### config.mk
export PLATFORM = sky130hd
export DESIGN_NAME = sha_digest_streamer
export DESIGN_NICKNAME = d
export VERILOG_FILES = /design/src/rtl/sha_pkg.sv /design/src/rtl/sha_digest_streamer.sv
export SDC_FILE = /design/constraint.sdc
export NUM_CORES = 1
export LEC_CHECK = 0
export BUFFER_PORTS_ARGS = -buffer_cell sky130_fd_sc_hd__buf_2
export CAP_MARGIN = 40
export CORE_AREA = 3 3 628 630
export CTS_CLUSTER_DIAMETER = 100
export CTS_CLUSTER_SIZE = 16
export DETAILED_ROUTE_END_ITERATION = 12
export DIE_AREA = 0 0 631 633
export PLACE_DENSITY = 0.3
export SETUP_SLACK_MARGIN = 0.02
export SYNTH_ARGS = -nofsm -noshare
export SYNTH_HDL_FRONTEND = slang
export SYNTH_SLANG_ARGS = --single-unit
### constraint.sdc
create_clock -name ACLK -period 2.3 [get_ports ACLK]
set_clock_uncertainty 0.05 [all_clocks]
set_input_delay 0.345 -clock ACLK [delete_from_list [all_inputs] [get_ports ACLK]]
set_output_delay 0.345 -clock ACLK [all_outputs]
set_load 0.02 [all_outputs]
### src/rtl/sha_pkg.sv
// sha_pkg: shared types and helpers for the SHA3 digest streamer
package sha_pkg;

    typedef enum logic [1:0] {SHA3_224, SHA3_256, SHA3_384, SHA3_512} sha_mode_t;
    typedef enum logic {IDLE, STREAM} st_t;
    typedef logic [63:0] lane_t;
    typedef lane_t [0:4][0:4] keccak_state_t;

    function automatic lane_t lane_bswap(lane_t l);
        lane_t r;
        for (int i = 0; i < 8; i++) r[8*i +: 8] = l[56-8*i +: 8];
        return r;
    endfunction

    // 32 wraps to 0 in five bits; callers only use beats-1, which is then 31
    function automatic logic [4:0] digest_beats(sha_mode_t m);
        return m == SHA3_224 ? 5'd14 : m == SHA3_256 ? 5'd16 : m == SHA3_384 ? 5'd24 : 5'd0;
    endfunction

endpackage

### src/rtl/sha_digest_streamer.sv
// sha_digest_streamer: captures the Keccak state and streams the SHA3 digest as 16-bit AXI-Stream beats (optional drop counter: SHA_DIGEST_OVERRUN_CNT_EN)
module sha_digest_streamer
    import sha_pkg::*;
#(
    parameter int DATA_W    = 16,
    parameter int CAP_LANES = 8
) (
    input  logic              ACLK,
    input  logic              ARESET,
    input  keccak_state_t     state_in,
    input  logic              state_valid,
    input  logic [1:0]        mode_id,
    output logic [DATA_W-1:0] m_axis_tdata,
    output logic              m_axis_tvalid,
    input  logic              m_axis_tready,
    output logic              m_axis_tlast,
    output logic              busy,
    output logic              overrun
`ifdef SHA_DIGEST_OVERRUN_CNT_EN
    ,
    output logic [7:0]        drop_cnt
`endif
);

    if (DATA_W != 16) begin : g_bad_dw
        $error("sha_digest_streamer: DATA_W must be 16");
    end

    typedef lane_t [0:CAP_LANES-1] cap_t;

    cap_t              r_cap;
    cap_t              w_cap;
    sha_mode_t         r_mode;
    st_t               r_state;
    logic [4:0]        r_cnt;
    logic [DATA_W-1:0] r_tdata;
    logic              r_tvalid;
    logic              r_tlast;
    logic              r_busy;
    logic              w_hs;
    logic              w_cap_en;
    logic              w_drop;
    logic [4:0]        w_nxt;
    logic [4:0]        w_last_idx;
    logic              w_unused_state;

    // Lanes stored byte-swapped so each beat is a plain MSB-first slice
    function automatic logic [15:0] beat_sel(cap_t c, logic [4:0] k);
        lane_t w;
        w = c[k[4:2]];
        return 16'(w >> {~k[1:0], 4'b0});
    endfunction

    assign w_unused_state = ^state_in;
    assign w_hs       = r_tvalid && m_axis_tready;
    assign w_cap_en   = state_valid && (r_state == IDLE || (w_hs && r_tlast));
    assign w_drop     = state_valid && r_state == STREAM && !(w_hs && r_tlast);
    assign w_nxt      = r_cnt + 5'd1;
    assign w_last_idx = digest_beats(r_mode) - 5'd1;

    // Byte-swapped view of the digest lanes, lane L = x + 5y
    always_comb begin
        for (int l = 0; l < CAP_LANES; l++) w_cap[l] = lane_bswap(state_in[l % 5][l / 5]);
    end

    // Capture / stream FSM with registered beat mux
    always_ff @(posedge ACLK) begin
        if (ARESET) begin
            r_state  <= IDLE;
            r_cap    <= '0;
            r_mode   <= SHA3_224;
            r_cnt    <= '0;
            r_tdata  <= '0;
            r_tvalid <= 1'b0;
            r_tlast  <= 1'b0;
            r_busy   <= 1'b0;
        end else if (w_cap_en) begin
            r_state  <= STREAM;
            r_cap    <= w_cap;
            r_mode   <= sha_mode_t'(mode_id);
            r_cnt    <= '0;
            r_tdata  <= w_cap[0][63:48];
            r_tvalid <= 1'b1;
            r_tlast  <= 1'b0;
            r_busy   <= 1'b1;
        end else if (w_hs && r_tlast) begin
            r_state  <= IDLE;
            r_cnt    <= '0;
            r_tvalid <= 1'b0;
            r_tlast  <= 1'b0;
            r_busy   <= 1'b0;
        end else if (w_hs) begin
            r_cnt    <= w_nxt;
            r_tdata  <= beat_sel(r_cap, w_nxt);
            r_tlast  <= w_nxt == w_last_idx;
        end
    end

`ifdef SHA_DIGEST_OVERRUN_CNT_EN
    logic [7:0] r_drop_cnt;

    // Saturating count of dropped capture strobes
    always_ff @(posedge ACLK) begin
        if (ARESET) r_drop_cnt <= '0;
        else if (w_drop && r_drop_cnt != 8'hFF) r_drop_cnt <= r_drop_cnt + 8'd1;
    end

    assign drop_cnt = r_drop_cnt;
    assign overrun  = r_drop_cnt != 8'd0;
`else
    logic r_overrun;

    // Sticky flag for a dropped capture strobe
    always_ff @(posedge ACLK) begin
        if (ARESET) r_overrun <= 1'b0;
        else if (w_drop) r_overrun <= 1'b1;
    end

    assign overrun = r_overrun;
`endif

    assign m_axis_tdata  = r_tdata;
    assign m_axis_tvalid = r_tvalid;
    assign m_axis_tlast  = r_tlast;
    assign busy          = r_busy;

endmodule

==> impl_results.md <==
* Detailed placement HPWL at 190 mm
* Initial antenna violation count at 300
* Yosys top cell area share at 43.0%
* WL final at 227 mm
* Input/output buffers at 537
* Layout Cells excl Fill at 9828
* Synth cell types at 65
* CP Class: flop to flop
* Worst path buffer plus inverter count at 4
* Peak VDD IR at 0.000483 V
* Synth Area in Compound Gates at 20.1%
* Worst-skew pair later-pin latency at 690 ps
* Largest family of logic cells by synthesized area: simple AND/OR/NAND/NOR gates
* CP startpoint: r_cnt[0]
* Violated checks: setup timing
* Yosys Warn Count at 0
* Pin count of the biggest net entering global routing at 101
* Final setup fails at 16
* Total CTS buffers at 50
* Die height at 633 um
* Syn_area_per_cell at 7.59 um2
* Area leader, netlist: dfxtp_1
* Die area at 0.399 mm2
* Reg-to-Reg Start: r_cnt[0]
* Top post-synthesis cells by count: nand2_1, a21oi_1, dfxtp_1, clkbuf_1, mux2i_1
* CP Launch Type: flop
* Fmax achieved at 0.372 GHz
* Post-synth EDFFs at 0
* Clk sink count at 538
* Ys flop type: dfxtp_1
* Max-cap violations at 0
* CP Capture Type: flop
* Tcrit/Tclk final at 117%
* Area post-placement at 0.0364 mm2
* Top-count cell post-synth: nand2_1
* Unrepaired setup endpoints after global routing: yes
* Clock Pin Slew Worst Setup and Hold Paths at 90 ps
* Global-route wire length before repair at 292 mm
* Leak pwr at 15.8 nW
* HP Class: input port to flop
* Hold path start: m_axis_tready
* Pre-Repair DR Iteration Count at 7
* Critical path data required time at 2810 ps
* Share of cells above drive strength 1 at 26.9%
* Top post-synthesis cells by area: dfxtp_1, nand2_1, a21oi_1
* Core ar. at 0.389 mm2
* CP max-delay cell: mux4_2
* Sequential share of the synthesized area at 43.0%
* H-Tree Depth at 2
* Mapped cell area at 0.0250 mm2
* Final WS setup at -385 ps
* Final nets at 6127
* Gpl congestion at 0.843
* Root Driver: clkbuf_16
* # placed instances at 9095
* Vias in the first global route at 29.9k
* Vias at 30.0k
* CP Data Arrival Time at 3200 ps
* Fin. max-slew vios at 0
* Max_slew headroom at 47.3%
* Final total power at 23.4 mW
* Worst hold slack at 76.7 ps
* Fraction of registers with async set or reset after synthesis at 0%
* Top delay family on crit path: multiplexers
* GRT Util Overall at 11.0%
* Die W at 631 um
* Boundary Pins at 1626
* Crit path max fanout at 6
* CTS tree: done
* Slew @ Worst Pin at 791 ps
* Final Cell Area at 0.0448 mm2
* DR iter-0 viols at 1656
* Post-synthesis mux area share at 9.46%
* Area share of and/or/nand/nor cells after synthesis at 21.8%
* Row Count at 229
* CTS Buffer Depth at 3
* Vias/cell at 3.05
* Post-Synth Adder-Cell Area at 0.0500%
* Initial Util at 6.44%
* Routed len/inst at 23.1 um
* Remaining Overflow, GRT at 0
* Setup Slack @ Placement at -995 ps
* PD cells at 522 mW/mm2
* Post-synthesis instance total at 3302
* Register bit count reported by yosys at 538
* Layout area overhead at 78.9%
* Run status: complete, but fails checks
* Max incr delay on CP at 640 ps
* Antenna-violating nets left at 0
* DRC at 0
* Worst-path cell chain: ha_4 -> xnor2_4 -> buf_12 -> buf_12 -> buf_6 -> mux4_2 -> o22ai_2 -> buf_6 -> nor3_2 -> or3_1
* Syn Nets at 4909
* Fin. Hold Viols at 0
* Post-Synth XOR/XNOR Area at 0.724%
* Final min period at 2690 ps
area by class of cell:
type	count	area [um2]
fillers	45343	344000
multi-input cells	2477	13800
repair buffers	1446	11900
flip-flops and latches	538	10800
well taps	5197	6500
clock buffers	59	1320
clock inverters	24	263
diodes	80	200
inverters	7	30.0
logic make-up after synthesis:
logic type	after synthesis
adders and majority gates	1
buffers and inverters	287
muxes	181
DFF	538
and+or+nand+nor	1387
xor gates and xnor gates	13
AOI/OAI and AO/OA	895
per-stage QoR:
step	util, %	setup TNS [ps]
final	11.5	-4790
after global routing	11.5	-5930
after global placement	9.35	-12880
after detailed placement	9.36	-11820
after CTS	11.3	-5560
after floorplan	-	0
flip-flops by register name, summed over array words and instances, names as in the netlist:
register,cells
m_axis_tdata,16
r_cap,512
r_cnt,5
busy,1
overrun,1
r_mode,2
m_axis_tlast,1
routing by layer:
layer / wire [um] / global-route usage, % / share of wire (%)
met4: 6450 / 1.81 / 2.8
met1: 93700 / 12.9 / 41
met3: 12700 / 2.66 / 5.6
met2: 113000 / 20.1 / 50
met5: 548 / 0 / 0.24
report_power, final:
part | switching [mW] | internal (mW) | total, mW
Sequential | 0.519 | 9.84 | 10.4
Clock | 4.67 | 4.23 | 8.90
Combinational | 2.35 | 1.80 | 4.15
worst paths after layout:
check	end	slack, ps	cells after the start
hold / removal	busy	80	5
hold reg to reg	r_cap[487]	410	2
setup reg to reg	m_axis_tdata[12]	-390	10
setup / recovery	m_axis_tdata[12]	-390	10
tightest hold or removal path, stage by stage:
cell and delay [ps]:
buf_2 90, a21boi_0 70, buf_4 150, nor2_1 80, nor2_1 40
timing repair:
action	in CTS	in global routing
setup buffers	26	27
endpoints found under the setup margin	17	17
resized for setup	140	66
pin swaps	35	50
hold buffers	516	0
cloned	4	2
endpoints found under the hold margin	519	0
cell usage in the layout, fill, tap and decap left out, types with 6 or more instances in the layout:
cell type	netlist	final
o221ai_1	21	17
o21ai_1	4	13
buf_2	43	536
nor2_1	46	37
nor2b_1	9	9
mux2i_1	95	91
dlygate4sd3_1	0	516
inv_8	0	6
nor2_4	0	6
o21ai_0	94	76
buf_12	0	61
diode_2	0	80
o211ai_1	8	8
nand2_1	1214	1209
o21ai_2	0	6
a211oi_1	8	7
nand3_2	1	11
and3_1	13	11
o22ai_1	58	54
a221oi_1	26	16
buf_16	0	6
nand3_1	63	48
mux4_2	40	40
a21oi_1	588	582
mux2_2	46	44
buf_4	14	288
nand2b_1	10	8
clkbuf_16	0	52
a32oi_1	12	8
dfxtp_1	538	533
buf_6	4	31
a31oi_1	29	23
clkbuf_1	186	6
a221oi_2	2	12
Power figures use the tool's default switching activity.
